$ cat src/rtl/nibble_add_seq_pkg.sv
// nibble_add_seq_pkg
//   Shared definitions for the nibble-serial adder sequencer:
//   - NIB_W   : width of one adder slice (one nibble)
//   - state_t : sequencer FSM encoding (IDLE=0, RUN=1, DONE=2)
package nibble_add_seq_pkg;

  localparam int NIB_W = 4;

  typedef enum logic [1:0] {
    ST_IDLE = 2'd0,
    ST_RUN  = 2'd1,
    ST_DONE = 2'd2
  } state_t;

endpackage

$ cat src/rtl/full_add_4.sv
// full_add_4
//   Combinational 4-bit ripple-carry adder.
//   Ports:
//     a, b  in  [3:0]  addends
//     cin   in         carry into bit 0
//     sum   out [3:0]  a + b + cin (low 4 bits)
//     cout  out        carry out of bit 3
module full_add_4
  import nibble_add_seq_pkg::*;
(
  input  logic [NIB_W-1:0] a,
  input  logic [NIB_W-1:0] b,
  input  logic             cin,
  output logic [NIB_W-1:0] sum,
  output logic             cout
);

  logic [NIB_W:0] c;

  assign c[0] = cin;

  // One full-adder cell per bit; carry ripples from bit 0 upward.
  for (genvar gi = 0; gi < NIB_W; gi++) begin : g_bit
    assign sum[gi]  = a[gi] ^ b[gi] ^ c[gi];
    assign c[gi+1]  = (a[gi] & b[gi]) | (c[gi] & (a[gi] ^ b[gi]));
  end

  assign cout = c[NIB_W];

endmodule

$ cat src/rtl/nibble_add_seq.sv
// nibble_add_seq
//   Multi-precision adder: computes a + b + cin over 4*NIBBLES bits by
//   pushing one nibble per clock through a single full_add_4, LS nibble
//   first, with the inter-nibble carry held in a register.
//   Ports:
//     clk    in          rising-edge clock
//     rst_n  in          asynchronous active-low reset
//     start  in          request, sampled only while ready=1
//     a, b   in  [W-1:0] operands, captured on the accepted start
//     cin    in          carry into the LS nibble, captured with a/b
//     ready  out         high in IDLE
//     busy   out         high in RUN
//     done   out         one-cycle pulse in DONE; sum/cout valid from here
//     sum    out [W-1:0] result register (holds until the next result)
//     cout   out         carry out of the MS nibble
module nibble_add_seq
  import nibble_add_seq_pkg::*;
#(
  parameter int NIBBLES = 4
) (
  input  logic                     clk,
  input  logic                     rst_n,
  input  logic                     start,
  input  logic [NIB_W*NIBBLES-1:0] a,
  input  logic [NIB_W*NIBBLES-1:0] b,
  input  logic                     cin,
  output logic                     ready,
  output logic                     busy,
  output logic                     done,
  output logic [NIB_W*NIBBLES-1:0] sum,
  output logic                     cout
);

  localparam int W    = NIB_W * NIBBLES;
  localparam int IDXW = $clog2(NIBBLES) + 1;
  localparam logic [IDXW-1:0] IDX_LAST = IDXW'(NIBBLES - 1);

  state_t          state_reg, state_next;
  logic [W-1:0]    a_sh_reg,  a_sh_next;
  logic [W-1:0]    b_sh_reg,  b_sh_next;
  logic            carry_reg, carry_next;
  logic [IDXW-1:0] idx_reg,   idx_next;
  logic [W-1:0]    acc_reg,   acc_next;
  logic [W-1:0]    sum_reg,   sum_next;
  logic            cout_reg,  cout_next;

  logic [NIB_W-1:0] add_sum;
  logic             add_cout;
  logic [W-1:0]     acc_shifted;

  full_add_4 u_add (
    .a    (a_sh_reg[NIB_W-1:0]),
    .b    (b_sh_reg[NIB_W-1:0]),
    .cin  (carry_reg),
    .sum  (add_sum),
    .cout (add_cout)
  );

  // New nibble enters at the top and everything moves down one nibble, so
  // after NIBBLES steps the LS result nibble sits at bit 0. Written as a
  // shift/or so the expression also holds for NIBBLES=1 (no upper part).
  assign acc_shifted = (acc_reg >> NIB_W) | (W'(add_sum) << (W - NIB_W));

  always_ff @(posedge clk or negedge rst_n) begin
    if (!rst_n) begin
      state_reg <= ST_IDLE;
      a_sh_reg  <= '0;
      b_sh_reg  <= '0;
      carry_reg <= 1'b0;
      idx_reg   <= '0;
      acc_reg   <= '0;
      sum_reg   <= '0;
      cout_reg  <= 1'b0;
    end else begin
      state_reg <= state_next;
      a_sh_reg  <= a_sh_next;
      b_sh_reg  <= b_sh_next;
      carry_reg <= carry_next;
      idx_reg   <= idx_next;
      acc_reg   <= acc_next;
      sum_reg   <= sum_next;
      cout_reg  <= cout_next;
    end
  end

  always_comb begin
    state_next = state_reg;
    a_sh_next  = a_sh_reg;
    b_sh_next  = b_sh_reg;
    carry_next = carry_reg;
    idx_next   = idx_reg;
    acc_next   = acc_reg;
    sum_next   = sum_reg;
    cout_next  = cout_reg;

    case (state_reg)
      ST_IDLE: begin
        if (start) begin
          state_next = ST_RUN;
          a_sh_next  = a;
          b_sh_next  = b;
          carry_next = cin;
          idx_next   = '0;
          acc_next   = '0;
        end
      end

      ST_RUN: begin
        a_sh_next  = a_sh_reg >> NIB_W;
        b_sh_next  = b_sh_reg >> NIB_W;
        carry_next = add_cout;
        acc_next   = acc_shifted;
        idx_next   = idx_reg + IDXW'(1);
        // Last nibble: publish the result on this same edge so it is
        // already valid in the DONE cycle.
        if (idx_reg == IDX_LAST) begin
          state_next = ST_DONE;
          sum_next   = acc_shifted;
          cout_next  = add_cout;
        end
      end

      ST_DONE: begin
        state_next = ST_IDLE;
      end

      default: begin
        state_next = ST_IDLE;
      end
    endcase
  end

  // Status is decoded from the state register only.
  assign ready = (state_reg == ST_IDLE);
  assign busy  = (state_reg == ST_RUN);
  assign done  = (state_reg == ST_DONE);
  assign sum   = sum_reg;
  assign cout  = cout_reg;

endmodule
$ cat config.mk
export PLATFORM = sky130hd
export DESIGN_NAME = nibble_add_seq
export DESIGN_NICKNAME = d
export VERILOG_FILES = /design/src/rtl/nibble_add_seq_pkg.sv /design/src/rtl/full_add_4.sv /design/src/rtl/nibble_add_seq.sv
export SDC_FILE = /design/constraint.sdc
export NUM_CORES = 1
export LEC_CHECK = 0
export CAP_MARGIN = 10
export CORE_MARGIN = 2
export CORE_UTILIZATION = 52
export DETAILED_ROUTE_END_ITERATION = 10
export PLACE_DENSITY_LB_ADDON = 0.05
export SYNTH_ARGS = -nofsm -noshare
export SYNTH_HDL_FRONTEND = slang
export SYNTH_SLANG_ARGS = --single-unit
$ cat constraint.sdc
create_clock -name clk -period 4.15 [get_ports clk]
set_input_delay 0.6225 -clock clk [delete_from_list [all_inputs] [get_ports clk]]
set_output_delay 0.6225 -clock clk [all_outputs]
set_load 0.01 [all_outputs]
* After elaboration in Yosys (flattened, before gate mapping)
Index checks and enable logic that the tools add are counted.
Operators by class: reduce and logical (&&, ||, !) cells 5, equality and inequality tests 5, add/sub/neg operators 1, bitwise operators 21, mux-type cells 13
Operators with widths (count):
- one-hot mux 16 bit (2 select lines) | 3
- two-way mux 16 bit | 3
- OR 12 x 16 -> 16 bit | 1
- AND 1 bit | 8
- bitwise XOR 1 bit | 8
- one-hot mux 3 bit (2 select lines) | 1
- AND reduction 2 bit | 3
- two-way mux 2 bit | 2
- OR 1 bit | 4
- one-hot mux 2 bit (2 select lines) | 1
- adder 3 x 1 -> 3 bit, second input constant | 1
- equality test 3 x 2 -> 1 bit, second input constant | 1
- two-way mux 3 bit | 1
- equality test 2 x 1 -> 1 bit, second input constant | 1
- equality test 2 bit, second input constant | 1
- zero test 2 bit | 1
- inequality test 2 x 1 -> 1 bit, second input constant | 1
- inequality test 2 bit, second input constant | 1
- one-hot mux 1 bit (2 select lines) | 1
- nonzero test 2 bit | 1
- two-way mux 1 bit | 1
Storage, ports and cells: word-level logic and storage cells 53, register bits 71

* Logic depth before layout (Yosys ltp)
Gate-level depths: netlist of run 1.
depth in word-level cells 10, gate-level depth with buffers 9, mapped depth without buffers 9

* Hierarchy
A second synthesis of run 1 with hierarchy kept.
Second synthesis, totals: cells, all modules 231, area total of the unflattened synthesis 2860.2 µm²
By module, submodules not included:
- nibble_add_seq | times used 1, cells each 217, seq. area each 1676.6 µm², area an instance 2742.6 µm²
- full_add_4 | times used 1, cells each 14, seq. area each 0.0 µm², area an instance 117.6 µm²

* Worst setup path before layout of run 1
OpenSTA, ideal clock, no wires.
path kind reg2reg, from register a_sh_reg[0], to register acc_reg[15], stages on the path, launching flop included 9, data required time 4067 ps, arrival 1966 ps, path slack 2101 ps, clock period less this slack 2049 ps, cells stage by stage dfrtp_1 > inv_1 > fa_1 > inv_1 > fa_1 > fa_1 > inv_1 > fa_1 > o21ai_0
On the way: longest elaborated chain between the ends 10, elaborated cells between the ends (all ways) 11
RTL lines:
- start, declared | line nibble_add_seq.sv:39 | logic [W-1:0] a_sh_reg, a_sh_next;
- start signal, assigned | line nibble_add_seq.sv:76 | a_sh_reg <= a_sh_next;
- bitwise XOR 1 bit | line full_add_4.sv:25 | assign c[gi+1] = (a[gi] & b[gi]) | (c[gi] & (a[gi] ^ b[gi]));
- AND 1 bit | line full_add_4.sv:25
- OR 1 bit (*) | line full_add_4.sv:25
- AND 1 bit (*) | line full_add_4.sv:25
- OR 1 bit (*) | line full_add_4.sv:25
- AND 1 bit (*) | line full_add_4.sv:25
- OR 1 bit (*) | line full_add_4.sv:25
- bitwise XOR 1 bit (*) | line full_add_4.sv:24 | assign sum[gi] = a[gi] ^ b[gi] ^ c[gi];
- OR 12 x 16 -> 16 bit (*) | line nibble_add_seq.sv:62 | assign acc_shifted = (acc_reg >> NIB_W) | (W'(add_sum) << (W - NIB_W));
- one-hot mux 16 bit (2 select lines) (*) | line nibble_add_seq.sv:96 | case (state_reg)
- end signal, assigned | line nibble_add_seq.sv:80 | acc_reg <= acc_next;
- end, declared | line nibble_add_seq.sv:43 | logic [W-1:0] acc_reg, acc_next;
Mark *: on every way between the ends. The rest lies on a longest branch, timed or not. A chain may end at the register's enable or synchronous reset.

* Worst setup path in the final report of run 1
from register state_reg[0], to output port busy
On the way: longest elaborated chain between the ends 1
RTL lines:
- start, declared | line nibble_add_seq.sv:38 | state_t state_reg, state_next;
- start signal, assigned | line nibble_add_seq.sv:75 | state_reg <= state_next;
- equality test 2 x 1 -> 1 bit | line nibble_add_seq.sv:135 | assign busy = (state_reg == ST_RUN);
- end, declared | line nibble_add_seq.sv:28 | output logic busy,
No other way between the ends.

==> summary.txt, run 1 <==
Floorplan
  • Core area: 0.00517 sq mm
  • Die area: about 0.0060 sq mm
  • DIE WIDTH: just under 80 microns
  • Initial Util: 0.547
  • Row cnt: 26
  • Die height: 77.7 microns
  • # IOs: 56

Min path
  • Hold crit path type: in2async

Power and ir drop
  • Seq pwr share: 0.425
  • Switching share of power: 0.349
  • Gate power share: 0.393
  • Pleak: approximately 1.6 nW
  • Total power: 2.72 mW
  • Int Pwr: ~1.8 mW
  • Cell Pwr Density: around 770 mW/mm^2
  • Clock Power Share: 0.182
  • Switching pwr: 0.949 mW
  • Max VDD drop: 403 uV

STA
  • Setup TNS: 0 ns
  • Fmax: 328 MHz
  • Final min period: between 3 and 4 ns
  • Fin Hold WS: 0.475 ns
  • Slew Limit Headroom: 0.294
  • Hold Fails Final Rpt: 0
  • Final critical-path share of the clock period: 0.735
  • Clk_skew: 0.00748 ns
  • Slew @ Worst Pin: 1.06 ns
  • RSZ-0062 raised after global routing: false
  • Slew Viols, Final: 0
  • Final setup fails: 0

Clocking
  • CTS tree: done
  • CTS Buf Count: 9
  • Max H-tree Level: 3
  • Postcts setup bufs: 0
  • CTS Buffer Depth: 2
  • Worst-skew pair later-pin latency: between 0.3 and 0.4 ns
  • Hold buffers post-CTS: 0
  • Clk pin slew, worst setup/hold paths: about 0.070 ns
  • Post_cts resized: 0
  • CTS sink cnt: 67
  • Root buffer cell: clkbuf_8

Placed design
  • GPL Wtd Cong: 0.783
  • Post-DP HPWL: 3740 microns
  • Input/output buffers: 55

Setup path
  • CP arrival: 2.43 ns
  • Crit path capture type: primary output
  • CP max FO: 16
  • Req. time, crit path: 3.53 ns
  • Critical path class: reg2out
  • Worst Setup Start Kind: flip-flop

Logic synthesis
  • Syn Nets: 277
  • Synth area leaders: dfrtp_1 59%, o22ai_1 7.1%, a22o_1 5.3%, mux2_1 5.2%, a21oi_1 3.5%
  • Number of synthesized register bits: 67
  • Cell taking the most area after synthesis: dfrtp_1
  • Post-Syn Area: 0.00283 sq mm
  • Ys flop type: dfrtp_1
  • Unique cell type count in the Yosys netlist: 29
  • Mapped Cells: between 200 and 250
  • Synthesis warning total: 0
  • Async SR Flop Fraction: 1.00
  • Synth top area share: 0.593
  • Number of synthesized flops with an enable pin: 0
  • Register area share after synthesis: 0.593
  • Avg Synthesized Cell Area: 12.0 sq um

Route
  • Via Count: a little over 2k
  • Detailed Route Iter0 Violations: roughly 80
  • Post-route DRC: 0
  • Drt total wl: ~5500 microns
  • WL/cell: around 15 microns
  • Avg Vias per Cell: 5.72
  • Antenna-violating nets left: 0
  • Pre-antenna DRT Iters: 4

Global route
  • Tot GR Track Use: 0.199
  • Vias in the first global route: 1,927
  • Largest net degree at the start of global routing: a little over 50
  • First-pass GRT wire length: 9240 microns
  • Initial antenna violation count: 0
  • Global route overflow: 0

Finish
  • Fillers: 378
  • Layout cells sized above 1: 0.0764
  • Final net count: ~330
  • Final design utilization: 0.684
  • Synth-to-layout area growth: 25.0%
  • N_diodes: 0

Run
  • Max_cap viols: 0

Run status
  • Status: finished, final reports clean
kinds of logic (layout without fill, tap and decap cells):
logic type	after synthesis	count (layout)	share of synthesized area
compound gates	88	88	0.206
fa+ha+maj	6	6	0.0372
buf+inv	30	83	0.0540
flops	67	67	0.593
mux	14	14	0.0558
simple gates	30	30	0.0544
worst max-delay path, cell delays in order, from the launching register on:
cell,delay (ns)
dfrtp_1,0.66
nand2b_1,0.48
inv_2,0.35
clkdlybuf4s50_1,0.60
final cells by class:
type	count	area (sq um)	area share
clock inverters	3	40.0	0.0113
flip-flops and latches	67	1680	0.474
multi-input cells	138	998	0.282
well taps	70	87.6	0.0248
clock buffers	12	135	0.0382
repair buffers	56	553	0.156
inverters	12	45.0	0.0127
cell usage after synthesis (all sizes together), types with 2 or more instances:
library cell  count
mux2             14
dfrtp            67
nand2b            3
buf              17
a22o             17
a21oi            20
nand2             8
nor2             13
a22oi             4
o21ai            10
o22ai            32
o221a             2
inv              12
fa                4
nand3b            3
ha                2
metrics by stage:
stage	cells	setup slack (ns)	area, sq um
after floorplan	235	2.10	2830
after global placement	343	1.52	3360
after detailed placement	343	1.46	3360
after CTS	358	1.11	3540
after global routing	358	0.916	3540
final	358	1.10	3540
routing by layer:
layer | routed length (microns) | track usage | share of wire | up-vias
li1 | - | - | - | 959
met1 | 2570 | 0.273 | 0.47 | 1015
met2 | 2580 | 0.294 | 0.47 | 66
met3 | 271 | 0.0442 | 0.049 | 9
met4 | 97 | 0.111 | 0.018 | 0
met5 | 0 | 0 | 0 | -
path summary, 6_finish.rpt:
kind / startpoint / to / slack [ns] / cells after the start
min in group clk: sum[15]$_DFFE_PN0P_ / sum[15]$_DFFE_PN0P_ / 0.48 / 2
max in group asynchronous: rst_n / a_sh_reg[7]$_DFFE_PN0P_ / 2.84 / 2
max reg2reg: a_sh_reg[0]$_DFFE_PN0P_ / sum[15]$_DFFE_PN0P_ / 1.91 / 8
min reg2reg: sum[15]$_DFFE_PN0P_ / sum[15]$_DFFE_PN0P_ / 0.48 / 2
min: rst_n / sum[0]$_DFFE_PN0P_ / 0.48 / 1
max: state_reg[0]$_DFFE_PN0P_ / busy / 1.10 / 3
power by group through the flow:
stage / Sequential, mW / Clock (mW) / Combinational [mW]
6_report: 1.15 / 0.496 / 1.07
5_1_grt: 1.20 / 0.542 / 1.19
4_1_cts: 1.16 / 0.505 / 1.08
3_5_place_dp: 1.17 / 0 / 1.08
3_3_place_gp: 1.16 / 0 / 1.05
2_1_floorplan: 1.14 / 0 / 0.732
placed cells by master, fill, tap and decap left out, types with 2 or more instances in the layout:
master            n
dfrtp_1          67
clkdlybuf4s50_1  54
o22ai_1          32
a21oi_1          20
a22o_1           17
nor2_1           13
mux2_1           13
inv_1            10
o21ai_0          10
clkbuf_8          9
nand2_1           8
a22oi_1           4
fa_1              4
nand2b_1          3
clkbuf_1          3
inv_2             2
nand3b_1          2
o221a_2           2
ha_1              2
clkinv_2          2
Note: power is estimated with default switching activity, not from simulation.
==> inputs of run 2 (changes only) <==
--- a/config.mk
+++ b/config.mk
@@ -7,7 +7,7 @@
 export LEC_CHECK = 0
 export CAP_MARGIN = 10
 export CORE_MARGIN = 2
-export CORE_UTILIZATION = 52
+export CORE_UTILIZATION = 46
 export DETAILED_ROUTE_END_ITERATION = 10
 export PLACE_DENSITY_LB_ADDON = 0.05
 export SYNTH_ARGS = -nofsm -noshare
==> constraint.sdc (replaced) <==
create_clock -name clk -period 2.8 [get_ports clk]
set_input_delay 0.42 -clock clk [delete_from_list [all_inputs] [get_ports clk]]
set_output_delay 0.42 -clock clk [all_outputs]
set_load 0.01 [all_outputs]
==> summary.txt, run 2 (same netlist as run 1, synthesis figures left out) <==
Run status
  • Status: finished, final reports clean

Setup path
  • Worst path cell trace: nand2b_1 > inv_2 > clkdlybuf4s50_1
  • Worst Setup Start Kind: flip-flop
  • Critical path depth in cells: 3
  • CP max-delay cell: clkdlybuf4s50_1
  • Crit path capture type: primary output
  • CP Buf/Inv Count: 2
  • Crit path max-delay family: buffers and inverters
  • Critical path class: reg2out
  • CP max FO: 12
  • Crit path largest cell delay: approximately 0.57 ns
  • Req. time, crit path: 2.38 ns
  • R2R depth: 8
  • Flop2flop setup slack: about 0.6 ns
  • CP arrival: 1.89 ns

Clocking
  • Clk pin slew, worst setup/hold paths: 0.07 ns
  • Worst-skew pair later-pin latency: approximately 0.34 ns
  • CTS Buffer Depth: 2
  • CTS sink cnt: between 60 and 70
  • Post_cts resized: 0
  • Max H-tree Level: 3
  • CTS tree: done
  • CTS Buf Count: 9
  • Postcts setup bufs: 0
  • Hold buffers post-CTS: 0
  • Root buffer cell: clkbuf_8

Route
  • Antenna-violating nets left: 0
  • Detailed Route Iter0 Violations: approximately 110
  • Avg Vias per Cell: about 5.6
  • WL/cell: about 16 microns
  • Via Count: around 2.1k
  • Pre-antenna DRT Iters: 4
  • Drt total wl: ~6000 microns
  • Post-route DRC: 0

Run
  • Max_cap viols: 0

Placed design
  • GPL Wtd Cong: 0.748
  • Input/output buffers: 55
  • Placed inst area: around 0.0034 sq mm
  • Setup Slack @ Placement: approximately 0.60 ns
  • Placed Instances: 354
  • Post-DP HPWL: around 4100 microns

Power and ir drop
  • Total power: between 4 and 5 mW
  • Pleak: 1.61 nW
  • Cell Pwr Density: 1130 mW/mm^2
  • Max VDD drop: 500 uV

Floorplan
  • Die height: 82.4 microns
  • Row cnt: 28
  • Die area: 0.00679 sq mm
  • DIE WIDTH: 82.4 microns
  • Initial Util: 0.478
  • # IOs: 56
  • Core area: just under 0.006 sq mm

Finish
  • Most frequent cells in the layout: 67 x dfrtp_1, 54 x clkdlybuf4s50_1, 32 x o22ai_1
  • Layout cells sized above 1: 0.108
  • Final design utilization: 0.609
  • Commonest non-fill, non-tap cell in the layout: dfrtp_1
  • Final std cells w/o fill: 370
  • Final net count: 332
  • Synth-to-layout area growth: 27.4%
  • Design area: 0.00360 sq mm
  • N_diodes: 0

Global route
  • First-pass GRT wire length: 9930 microns
  • Largest net degree at the start of global routing: 40
  • Global route overflow: 0
  • Initial antenna violation count: 0
  • Tot GR Track Use: 0.198
  • Vias in the first global route: 2,072

STA
  • Setup TNS: 0 ns
  • Final critical-path share of the clock period: 0.827
  • Slew @ Worst Pin: 0.652 ns
  • Hold Fails Final Rpt: 0
  • Fin Hold WS: 0.103 ns
  • Setup WS post-layout: 0.485 ns
  • Fmax: between 400 and 500 MHz
  • Clk_skew: around 0.0072 ns
  • Slew Limit Headroom: 0.565
  • Final setup fails: 0
  • Final min period: 2.31 ns
  • Slew Viols, Final: 0
  • RSZ-0062 raised after global routing: false

Min path
  • Hold crit path type: in2async
## run 2: path summary, 6_finish.rpt
| kind | from | end |
|---|---|---|
| worst max-delay path | state_reg[1]$_DFFE_PN0P_ | busy |
| worst min-delay path | rst_n | sum[4]$_DFFE_PN0P_ |
| worst max register to register | a_sh_reg[0]$_DFFE_PN0P_ | sum[15]$_DFFE_PN0P_ |
| worst min register to register | sum[12]$_DFFE_PN0P_ | sum[12]$_DFFE_PN0P_ |
| max in group asynchronous | rst_n | a_sh_reg[2]$_DFFE_PN0P_ |
| min in group clk | sum[12]$_DFFE_PN0P_ | sum[12]$_DFFE_PN0P_ |
## run 2: final cells by class
cell class	instances	area (sq um)
timing repair buffer	62	611
tap	75	93.8
clock inverter	5	27.5
fill	532	2320
multi-input combinational	138	998
sequential	67	1680
clock buffer	11	151
inverter	12	45.0
## run 2: per-layer routing
layer,vias up,share of wire,track usage
li1,973,-,-
met1,1015,0.46,0.256
met2,64,0.48,0.312
met3,14,0.045,0.0435
met4,0,0.021,0.100
met5,-,0,0
## run 2: report_power, final
group	switching (mW)	internal, mW
registers	0.286	1.41
clock network	0.361	0.363
logic	0.809	0.839
total	1.46	2.62
==> inputs of run 3 (changes only) <==
==> constraint.sdc (replaced) <==
create_clock -name clk -period 1.9 [get_ports clk]
set_input_delay 0.285 -clock clk [delete_from_list [all_inputs] [get_ports clk]]
set_output_delay 0.285 -clock clk [all_outputs]
set_load 0.01 [all_outputs]
==> summary.txt, run 3 (same netlist as run 1, synthesis figures left out) <==
Global route
  • Largest net degree at the start of global routing: 37
  • First-pass GRT wire length: 9710 microns
  • Global route overflow: 0
  • Initial antenna violation count: 0
  • Tot GR Track Use: 0.197
  • Vias in the first global route: 1,998

Min path
  • Hold path start: sum[12]$_DFFE_PN0P_
  • Hold crit path type: reg2reg

Route
  • Detailed Route Iter0 Violations: 82
  • Drt total wl: 5930 microns
  • Post-route DRC: 0
  • Via Count: 2,068
  • Pre-antenna DRT Iters: 5
  • Avg Vias per Cell: around 5.4
  • Antenna-violating nets left: 0
  • WL/cell: between 15 and 20 microns

STA
  • Final setup fails: 3
  • Fin Hold WS: 0.486 ns
  • Slew Limit Headroom: 0.688
  • Setup WS post-layout: -0.142 ns
  • Hold Fails Final Rpt: 0
  • Final min period: 2.04 ns
  • RSZ-0062 raised after global routing: true
  • Fmax: 490 MHz
  • Clk_skew: 0.00814 ns
  • Slew Viols, Final: 0
  • Slew @ Worst Pin: 0.467 ns
  • Final critical-path share of the clock period: 1.07

Setup path
  • Worst path cell trace: inv_2 > fa_2 > inv_2 > fa_2 > fa_2 > inv_2 > fa_2 > o21ai_1
  • Worst Setup Start Kind: flip-flop
  • Req. time, crit path: 2.17 ns
  • Launch point of the worst path: b_sh_reg[0]$_DFFE_PN0P_
  • Critical path class: reg2reg
  • Crit path largest cell delay: 0.44 ns
  • CP max FO: 2
  • Critical register-to-register path startpoint: b_sh_reg[0]$_DFFE_PN0P_
  • CP max-delay cell: fa_2
  • CP arrival: about 2.3 ns
  • Most numerous cell on the critical path: fa_2
  • Crit path capture type: flip-flop

Clocking
  • CTS sink cnt: 67
  • Root buffer cell: clkbuf_8
  • Worst-skew pair later-pin latency: ~0.34 ns
  • CTS Buf Count: 9
  • CTS tree: done
  • CTS Buffer Depth: 2
  • Max H-tree Level: 3
  • Clk pin slew, worst setup/hold paths: about 0.070 ns

Placed design
  • Placed Instances: 364
  • Input/output buffers: 55
  • Post-DP HPWL: 4120 microns
  • GPL Wtd Cong: roughly 0.79
  • Placed inst area: 0.00349 sq mm

Power and ir drop
  • Max VDD drop: 822 uV
  • Cell Pwr Density: 1660 mW/mm^2
  • Total power: 6.16 mW
  • Pleak: 1.67 nW

Finish
  • Synth-to-layout area growth: 31.4%
  • Layout cells sized above 1: 0.188
  • Commonest non-fill, non-tap cell in the layout: dfrtp_1
  • N_diodes: 0
  • Final design utilization: 0.627
  • Most frequent cells in the layout: 65 x dfrtp_1, 53 x clkdlybuf4s50_1, 32 x o22ai_1
  • Design area: ~0.0037 sq mm
  • Final net count: 348
  • Final std cells w/o fill: 383

Floorplan
  • Core area: 0.00592 sq mm
  • Initial Util: 0.478
  • Row cnt: 28
  • Die area: 0.00679 sq mm
  • # IOs: between 50 and 60
  • Die height: 82.4 microns
  • DIE WIDTH: about 80 microns

Run status
  • Status: complete, but fails checks
  • Failing checks: setup timing

Run
  • Max_cap viols: 0
## run 3: cell types whose count changed in the layout (fill, tap and decap cells not counted), moves of 3 or more
cell | before | now
inv_1 | 10 | 5
inv_2 | 2 | 7
o21ai_0 | 10 | 7
fa_2 | 0 | 4
buf_4 | 6 | 22
fa_1 | 4 | 0
## run 3: critical path, delay by kind of cell (launching register included)
family | cells | cell delay [ns]
fa+ha+maj | 4 | 1.31
flops | 1 | 0.37
buf+inv | 3 | 0.18
compound gates | 1 | 0.12
## run 3: path summary, 6_finish.rpt
path	endpoint	slack (ns)	depth (start not counted)
setup / recovery	acc_reg[15]$_DFFE_PN0P_	-0.14	8
hold / removal	sum[12]$_DFFE_PN0P_	0.49	2
setup reg to reg	acc_reg[15]$_DFFE_PN0P_	-0.14	8
hold reg to reg	sum[12]$_DFFE_PN0P_	0.49	2
max in group asynchronous	state_reg[0]$_DFFE_PN0P_	1.00	3
min in group asynchronous	acc_reg[4]$_DFFE_PN0P_	0.51	3
## run 3: cell type report
| cell class | count | area (sq um) |
|---|---|---|
| inverters | 12 | 45.0 |
| multi-input cells | 138 | 1020 |
| well taps | 75 | 93.8 |
| repair buffers | 78 | 723 |
| clock buffers | 10 | 138 |
| fillers | 492 | 2210 |
| clock inverters | 3 | 17.5 |
| flip-flops and latches | 67 | 1680 |
## run 3: report_power, final
| part | internal, mW | total, mW | switching [mW] |
|---|---|---|---|
| clock | 0.482 | 0.987 | 0.504 |
| combinational | 1.42 | 2.67 | 1.25 |
| sequential | 2.09 | 2.51 | 0.423 |
## run 3: repair_timing
item                       4_1_cts  5_1_grt
hold buffers                     1        0
cloned                           0        0
pin swaps                        1        2
setup endpoints to repair        5        8
resized for setup                3        8
hold endpoints to repair        31        0
setup buffers                    2        3
## run 3: layer usage
layer / vias up / routed length, microns / part of all wire / GRT usage
li1: 997 / - / - / -
met1: 1006 / 2790 / 0.47 / 0.263
met2: 58 / 2790 / 0.47 / 0.304
met3: 7 / 270 / 0.046 / 0.0533
met4: 0 / 80 / 0.013 / 0.0800
met5: - / 0 / 0 / 0
## run 3: stage by stage
step / worst slack (ns) / setup TNS, ns
3_3_place_gp: -0.107 / -0.322
2_1_floorplan: -0.0390 / -0.114
4_1_cts: -0.139 / -0.359
3_5_place_dp: -0.125 / -0.379
6_report: -0.142 / -0.329
5_1_grt: -0.215 / -0.551
